### config.mk
export PLATFORM = sky130hd
export DESIGN_NAME = sid_master
export DESIGN_NICKNAME = d
export VERILOG_FILES = /design/src/rtl/sid_master.sv
export SDC_FILE = /design/constraint.sdc
export NUM_CORES = 1
export LEC_CHECK = 0
export BUFFER_PORTS_ARGS = -buffer_cell sky130_fd_sc_hd__buf_2
export CAP_MARGIN = 20
export CELL_PAD_IN_SITES_DETAIL_PLACEMENT = 0
export CELL_PAD_IN_SITES_GLOBAL_PLACEMENT = 1
export CORE_MARGIN = 5
export CORE_UTILIZATION = 40
export CTS_CLUSTER_DIAMETER = 150
export DETAILED_ROUTE_END_ITERATION = 7
export PLACE_DENSITY_LB_ADDON = 0.1
export SKIP_LAST_GASP = 1
export SLEW_MARGIN = 40
export SYNTH_ARGS = -nofsm -noshare
export SYNTH_HDL_FRONTEND = slang
export SYNTH_SLANG_ARGS = --single-unit
### constraint.sdc
create_clock -name CLK -period 2.2 [get_ports CLK]
set_input_delay 0.44 -clock CLK [delete_from_list [all_inputs] [get_ports CLK]]
set_output_delay 0.44 -clock CLK [all_outputs]
set_load 0.02 [all_outputs]
### src/rtl/sid_master.sv
`default_nettype none
// ============================================================================
// Module      : sid_master
// Description : Local bus initiator for single-byte FCS_n/DTACK cycles; fetches
//               the SID/DIP configuration byte once after reset.
// Revision    : 1.0 - initial release
// ============================================================================
module sid_master #(
    parameter logic [6:0] SID_ADDR     = 7'h46,
    parameter int         SETUP_CYCLES = 1,
    parameter int         TIMEOUT      = 64,
    parameter bit         AUTO_FETCH   = 1'b1
) (
    input  logic       CLK,
    input  logic       RESET,
    input  logic       req,
    input  logic       req_write,
    input  logic [6:0] req_addr,
    input  logic [7:0] req_wdata,
    output logic       busy,
    output logic       done,
    output logic       err,
    output logic [7:0] rdata,
    output logic [7:0] cfg_byte,
    output logic       cfg_valid,
    output logic [6:0] ADDR,
    output logic       READ,
    output logic       FCS_n,
    output logic [7:0] DOUT,
    output logic       DOE,
    input  logic [7:0] DIN,
    input  logic       DTACK
);

    localparam logic [2:0] c_st_idle    = 3'd0;
    localparam logic [2:0] c_st_setup   = 3'd1;
    localparam logic [2:0] c_st_strobe  = 3'd2;
    localparam logic [2:0] c_st_release = 3'd3;
    localparam logic [2:0] c_st_finish  = 3'd4;

    localparam logic [3:0] c_setup_last   = 4'(SETUP_CYCLES - 1);
    localparam logic [7:0] c_timeout_last = 8'(TIMEOUT - 1);

    logic [2:0] r_state,         w_state_nxt;
    logic [3:0] r_setup_cnt,     w_setup_cnt_nxt;
    logic [7:0] r_timer,         w_timer_nxt;
    logic       r_timeout,       w_timeout_nxt;
    logic       r_fetch_pending, w_fetch_pending_nxt;
    logic [6:0] r_addr,          w_addr_nxt;
    logic       r_read,          w_read_nxt;
    logic       r_fcs_n,         w_fcs_n_nxt;
    logic [7:0] r_dout,          w_dout_nxt;
    logic       r_doe,           w_doe_nxt;
    logic [7:0] r_rdata,         w_rdata_nxt;
    logic [7:0] r_cfg_byte,      w_cfg_byte_nxt;
    logic       r_cfg_valid,     w_cfg_valid_nxt;
    logic [7:0] w_timer_inc;

    // Saturating timer: a stuck responder can never wrap it back into range.
    assign w_timer_inc = (r_timer == 8'hFF) ? r_timer : r_timer + 8'd1;

    always_ff @(posedge CLK or posedge RESET) begin
        if (RESET) begin
            r_state         <= c_st_idle;
            r_setup_cnt     <= 4'd0;
            r_timer         <= 8'd0;
            r_timeout       <= 1'b0;
            r_fetch_pending <= AUTO_FETCH;
            r_addr          <= 7'd0;
            r_read          <= 1'b1;
            r_fcs_n         <= 1'b1;
            r_dout          <= 8'd0;
            r_doe           <= 1'b0;
            r_rdata         <= 8'hFF;
            r_cfg_byte      <= 8'hFF;
            r_cfg_valid     <= 1'b0;
        end else begin
            r_state         <= w_state_nxt;
            r_setup_cnt     <= w_setup_cnt_nxt;
            r_timer         <= w_timer_nxt;
            r_timeout       <= w_timeout_nxt;
            r_fetch_pending <= w_fetch_pending_nxt;
            r_addr          <= w_addr_nxt;
            r_read          <= w_read_nxt;
            r_fcs_n         <= w_fcs_n_nxt;
            r_dout          <= w_dout_nxt;
            r_doe           <= w_doe_nxt;
            r_rdata         <= w_rdata_nxt;
            r_cfg_byte      <= w_cfg_byte_nxt;
            r_cfg_valid     <= w_cfg_valid_nxt;
        end
    end

    always_comb begin
        w_state_nxt         = r_state;
        w_setup_cnt_nxt     = r_setup_cnt;
        w_timer_nxt         = r_timer;
        w_timeout_nxt       = r_timeout;
        w_fetch_pending_nxt = r_fetch_pending;
        w_addr_nxt          = r_addr;
        w_read_nxt          = r_read;
        w_fcs_n_nxt         = r_fcs_n;
        w_dout_nxt          = r_dout;
        w_doe_nxt           = r_doe;
        w_rdata_nxt         = r_rdata;
        w_cfg_byte_nxt      = r_cfg_byte;
        w_cfg_valid_nxt     = r_cfg_valid;

        case (r_state)
            c_st_idle: begin
                w_timeout_nxt   = 1'b0;
                w_setup_cnt_nxt = 4'd0;
                // The pending auto-fetch wins; a coincident req is dropped.
                if (r_fetch_pending) begin
                    w_addr_nxt  = SID_ADDR;
                    w_read_nxt  = 1'b1;
                    w_state_nxt = c_st_setup;
                end else if (req) begin
                    w_addr_nxt  = req_addr;
                    w_read_nxt  = !req_write;
                    w_dout_nxt  = req_wdata;
                    w_doe_nxt   = req_write;
                    w_state_nxt = c_st_setup;
                end
            end
            c_st_setup: begin
                if (r_setup_cnt == c_setup_last) begin
                    w_fcs_n_nxt = 1'b0;
                    w_timer_nxt = 8'd0;
                    w_state_nxt = c_st_strobe;
                end else begin
                    w_setup_cnt_nxt = r_setup_cnt + 4'd1;
                end
            end
            c_st_strobe: begin
                if (DTACK) begin
                    if (r_read) w_rdata_nxt = DIN;
                    w_fcs_n_nxt = 1'b1;
                    w_timer_nxt = 8'd0;
                    w_state_nxt = c_st_release;
                end else if (r_timer == c_timeout_last) begin
                    if (r_read) w_rdata_nxt = 8'hFF;
                    w_fcs_n_nxt   = 1'b1;
                    w_timeout_nxt = 1'b1;
                    w_timer_nxt   = 8'd0;
                    w_state_nxt   = c_st_release;
                end else begin
                    w_timer_nxt = w_timer_inc;
                end
            end
            c_st_release: begin
                if (!DTACK) begin
                    w_state_nxt = c_st_finish;
                end else if (r_timer == c_timeout_last) begin
                    w_timeout_nxt = 1'b1;
                    w_state_nxt   = c_st_finish;
                end else begin
                    w_timer_nxt = w_timer_inc;
                end
            end
            c_st_finish: begin
                w_doe_nxt  = 1'b0;
                w_read_nxt = 1'b1;
                // Only the auto-fetch runs while fetch_pending is set; one attempt, no retry.
                if (r_fetch_pending) begin
                    w_cfg_byte_nxt      = r_rdata;
                    w_cfg_valid_nxt     = !r_timeout;
                    w_fetch_pending_nxt = 1'b0;
                end
                w_state_nxt = c_st_idle;
            end
            default: begin
                w_state_nxt = c_st_idle;
            end
        endcase
    end

    assign busy      = (r_state != c_st_idle);
    assign done      = (r_state == c_st_finish);
    assign err       = done & r_timeout;
    assign rdata     = r_rdata;
    assign cfg_byte  = r_cfg_byte;
    assign cfg_valid = r_cfg_valid;
    assign ADDR      = r_addr;
    assign READ      = r_read;
    assign FCS_n     = r_fcs_n;
    assign DOUT      = r_dout;
    assign DOE       = r_doe;

endmodule
`default_nettype wire

### Word level (Yosys, flattened, before mapping)

Cells that the tools add are included.

* $add $sub $neg: 2
* eq/ne operators: 16
* muxes and demuxes: 37
* bitwise gates (word level): 2
* reduce and logical (&&, ||, !) cells: 23

Operator list (number)
* $mux 8: 10
* $pmux 8 s3: 1
* $mux 3: 7
* $reduce_and 3->1: 5
* $mux 7: 2
* $ne 2x2->1 const B: 7
* $pmux 3 s4: 1
* $mux 1: 10
* $reduce_bool 2->1: 5
* $ne 3x3->1 const B: 3
* $reduce_bool 3->1: 3
* $add 8x1->8 const B: 1
* $eq 8x6->1 const B: 1
* $eq 8x8->1 const B: 1
* $pmux 4 s2: 1
* $reduce_and 2->1: 4
* $reduce_and 4->1: 2
* $eq 3x2->1 const B: 2
* $pmux 1 s2: 3
* $add 4x1->4 const B: 1
* $logic_not 4->1: 1
* $mux 4: 1
* $eq 3x1->1 const B: 1
* $eq 3x3->1 const B: 1
* other kinds (5): 6

* register bits after elaboration: 52
* input port bits: 28
* output and inout port bits: 38
* logic and storage cells: 93

### Longest topological paths before layout

* word-level depth: 5
* depth in mapped cells: 7
* gate-level depth less buffers: 6

### Worst setup path before layout

Ideal clock, no wire load.

* kind: register to register
* from: register r_setup_cnt[0]
* to: register r_timer[2]
* setup time: 79 ps
* data arrival time: 1558 ps
* slack: 562 ps
* stages on the path, launching flop included: 7
* buffers on the path: 0
* clock period less this slack: 1638 ps
* cell sequence: dfrtp_1 inv_1 ha_1 nor3b_4 nand3b_2 a311oi_1 mux2i_1

* longest elaborated chain between the ends: 3

RTL lines
* start, declared: RTL line 45 `logic [3:0] r_setup_cnt, w_setup_cnt_nxt;`
* start signal, assigned: RTL line 79 `r_setup_cnt <= w_setup_cnt_nxt;`
* $logic_not 4->1: RTL line 127 `if (r_setup_cnt == c_setup_last) begin`
* $ne 2x2->1 (no source line)
* $reduce_and 4->1 (no source line)
* end signal, assigned: RTL line 80 `r_timer <= w_timer_nxt;`
* end, declared: RTL line 46 `logic [7:0] r_timer, w_timer_nxt;`

No other way between the ends.
A chain may end at the register's enable or synchronous reset.

### Worst setup path after layout

* from: register r_state[0]
* to: output port err

* longest elaborated chain between the ends: 2

RTL lines
* start, declared: RTL line 44 `logic [2:0] r_state, w_state_nxt;`
* start signal, assigned: RTL line 64 `r_state <= c_st_idle;`
* start signal, assigned: RTL line 78 `r_state <= w_state_nxt;`
* $eq 3x3->1: RTL line 179 `assign done = (r_state == c_st_finish);`
* $and 1x1->1: RTL line 180 `assign err = done & r_timeout;`
* end, declared: RTL line 22 `output logic err,`

No other way between the ends.

==> flow_results.org <==
** Timing
- Sum of negative setup slack :: 0 ns
- The hold violation count in the final report was 0.
- At the pin with the least slew margin, the transition time is 0.556 ns.
- Setup violations remaining at the end of the flow were counted as 0.
- On the final layout, the worst hold slack is 0.172 ns.
- After layout, the worst setup slack is 0.260 ns.
- Maximum clock rate :: 0.515 GHz
- The final max-slew violation count is 0.
- Setup repair after global routing left no endpoint under its margin.
- Measured against its own limit, the worst slew margin works out to 62.9%.
- On the final layout, the worst clock skew is 0.00817 ns.
- The worst path in the final design needs a cycle of 1.94 ns, including I/O delays and setup.
- The final critical path takes up 88.2% of the cycle.

** Clock network
- Register clock-pin slew on the reported worst setup and hold paths :: 0.10 ns
- Clock tree root driver cell :: clkbuf_8
- The H-tree was split into 2 levels.
- Setup repair bufs after CTS :: 0
- Post-CTS Hold Buffers :: 0
- The clock passes through at most 2 buffers.
- TritonCTS clock tree :: yes
- The later pin in the worst-skew pair is clocked with a latency of 0.30 ns.
- Total of cells resized after clock tree synthesis :: 0
- For this design, the sink count on the clock tree is 52.
- Clock tree synthesis inserted a total of 5 buffers.

** Drt
- Total detailed-routing wirelength :: 5830 um
- Before antenna repair, the detailed router went through 4 iterations.
- The routed layout has 2048 vias.
- The detailed router finished its first iteration with 84 violations.
- WL/cell :: 14.7 um
- After detailed routing, the number of vias per cell comes to 5.16.
- The detail route stage leaves a number of antenna-violating nets equal to 0.
- Residual DRC count :: 0

** Global route
- Global routing used 15.3% of the available tracks across all layers.
- After global routing the overflow that remains totals 0.
- Pin count of the biggest net entering global routing :: 29
- Antenna violations before repair :: 0
- Wire length of the first global-routing pass :: 9500 um
- Number of global-route vias before repair :: 1965

** Synthesis
- Summed over its instances, the top area cell type makes up 32.7% of the synthesized netlist area.
- Ranked by total cell area, the synthesized netlist is headed by dfrtp_1 33%, dfstp_2 20%, nand2_1 8.8%, o211ai_1 4.2%, o22a_1 3.8%.
- After synthesis the cells add up to 2530 sq um.
- Sequential element share of the synthesized area :: 52.4%
- Counting every instance in the synthesized netlist gives 252.
- Post-synthesis sequential element count :: 52
- Synth async-reset ratio :: 100%
- During synthesis, Yosys emitted a total of 0 warnings.
- A synthesized cell averages 10.0 sq um.
- Most area-hungry cell type in the Yosys netlist :: dfrtp_1
- The number of nets in the synthesized netlist is 283.
- After synthesis, the netlist uses 44 different library cells.
- EDFF count, synth :: 0
- Among all flip-flop cells after synthesis, the most frequent one is dfrtp_1.

** Critical path
- Worst Setup End Kind :: output pin
- Critical-path cell list :: nor2_1 > and3_1 > buf_2
- Crit start category :: flop
- Slowest cell delay on critical path :: 0.56 ns
- The worst setup path is of the reg -> out kind.
- Category of cells accounting for the largest share of critical-path delay :: flip-flops
- Data arrival time of the critical path :: 1.50 ns
- At the worst endpoint, the required time is 1.76 ns.
- The number of buffers and inverters on the critical path is 1.
- The largest individual stage delay along the critical path comes from the cell dfrtp_1.
- Along the worst path, the maximum fanout reaches 14.

** Final layout
- The post-route netlist has 34.1% of its cells at a drive strength greater than 1.
- The layout has 619 filler cells.
- The finished cells cover 3070 sq um.
- The repair_antennas step left the layout with diodes totalling 0.
- Relative to the synthesized area, the layout overhead comes to 21.3%.
- Multi-input gate area in the final layout :: 1100 sq um
- Summing all flip-flop and latch instances after layout gives 1330 sq um.
- At the end of the flow, the number of nets in the layout was 350.

** Floorplanning
- The core region is 6240 sq um.
- Full die area :: 8010 sq um
- 66 I/O pins were placed.
- In this run the vertical extent of the chip is 89.5 um.
- For this configuration, the core starts out at a cell density of 40.5%.
- Total number of placement rows :: 29
- The floorplan step set the die width to 89.5 um.

** Placement
- DPL Wire Length :: 4230 um
- Setup Slack @ Placement :: 0.377 ns
- In this run the cell area measured after placement is 2960 sq um.
- Final weighted congestion in routability-driven placement :: 0.819
- Buffers placed on the I/O ports in this run total 65.

** Power and ir drop
- P_leak :: 1.45 nW
- For this design the ratio of total power to cell area is 1240 nW/um^2.
- The worst-case IR drop observed on VDD is 0.517 mV.

** Run status
- The run finished with clean final reports.

** Run
- # Max-Cap Violations :: 0

** Min path
- The min-delay analysis places its worst path in the category in -> async.
==> cell usage after synthesis (2+ instances only) <==
master	n
a21oi_1	4
a22o_1	4
a311oi_1	4
a31oi_1	3
and3_1	6
buf_2	6
clkbuf_1	4
dfrtp_1	33
dfstp_2	19
ha_1	3
inv_1	12
mux2i_1	7
nand2_1	59
nand2b_1	2
nand3_1	6
nand3b_1	3
nand4_1	2
nor2_1	9
nor3_2	2
nor3b_2	2
nor3b_4	2
o211ai_1	14
o21ai_0	13
o22a_1	11
xor2_1	3
==> worst paths after layout <==
check                                                to  slack, ns  cells past startpoint                       start
worst min register to register  cfg_byte[1]$_DFFE_PP1P_       0.46                      2     cfg_byte[1]$_DFFE_PP1P_
worst max register to register   r_timer[2]$_DFFE_PP0P_       0.34                      6  r_setup_cnt[0]$_DFFE_PP0P_
min in group CLK                    DOUT[3]$_DFFE_PP0P_       0.32                      3                req_wdata[3]
worst max-delay path                                err       0.26                      3      r_state[0]$_DFFE_PP0P_
worst min-delay path             r_state[2]$_DFFE_PP0P_       0.17                      2                       RESET
max in group asynchronous             FCS_n$_DFFE_PP1P_       1.40                      3                       RESET
==> power by group <==
group          total [W]  internal, W  leakage (nW)  switching, W
Clock           0.000660     0.000338        0.0558      0.000322
Sequential       0.00157      0.00131         0.620      0.000260
Combinational    0.00157     0.000617         0.776      0.000949
Total            0.00379      0.00226          1.45       0.00153
==> stage by stage <==
step	util, %	power [W]	std cells
6_report	49.1	0.00379	397
2_1_floorplan	-	0.00268	252
4_1_cts	49.1	0.00386	397
3_3_place_gp	47.4	0.00316	389
5_1_grt	49.1	0.00408	397
3_5_place_dp	47.4	0.00318	389
==> worst register-to-register path: stages, from the launching register on <==
cell	delay, ns
dfrtp_1	0.43
inv_1	0.08
ha_1	0.14
nor3b_4	0.34
o211ai_1	0.21
a311oi_1	0.37
mux2i_1	0.21
==> registers in the layout, indices dropped and copies added (netlist names), 3 cells and up <==
name,flops
r_state,3
r_timer,8
cfg_byte,8
DOUT,8
ADDR,7
rdata,8
r_setup_cnt,4
==> cell families (layout without fill, tap and decap cells) <==
logic type,count (synthesis),after routing,synth area share [%]
and+or+nand+nor,102,102,20.8
adders and majority gates,3,3,1.48
xor gates and xnor gates,3,3,1.04
DFF,52,52,52.4
AOI/OAI and AO/OA,61,61,17.5
muxes,7,7,2.77
buffers and inverters,24,92,4.01
==> final cells by class <==
type,count,share of cell area (%)
multi-input combinational,176,35.9
clock buffer,5,2.24
sequential,52,43.2
inverter,13,1.59
tap,77,3.14
timing repair buffer,71,12.5
clock inverter,3,1.39
==> cell usage in the layout, fill, tap and decap left out, types with 3 or more instances in the layout <==
cell | synthesis | routed
buf_4 | 1 | 5
a31oi_1 | 3 | 3
a311oi_1 | 4 | 4
dfstp_2 | 19 | 19
nor2_1 | 9 | 9
nand2_1 | 59 | 59
dfrtp_1 | 33 | 33
buf_2 | 6 | 65
and3_1 | 6 | 6
clkbuf_8 | 0 | 5
a21oi_1 | 4 | 4
ha_1 | 3 | 3
inv_1 | 12 | 11
o22a_1 | 11 | 11
mux2i_1 | 7 | 7
nand3b_1 | 3 | 3
o21ai_0 | 13 | 13
xor2_1 | 3 | 3
o211ai_1 | 14 | 14
nand3_1 | 6 | 6
a22o_1 | 4 | 4
==> layer usage <==
| layer | global-route usage (%) | wire length [um] | vias up |
|---|---|---|---|
| li1 | - | - | 1028 |
| met2 | 24.0 | 2640 | 39 |
| met4 | 4.47 | 62 | 0 |
| met5 | 0 | 0 | - |
| met1 | 21.2 | 2790 | 976 |
| met3 | 3.23 | 332 | 5 |
(Power assumes the default switching activity.)
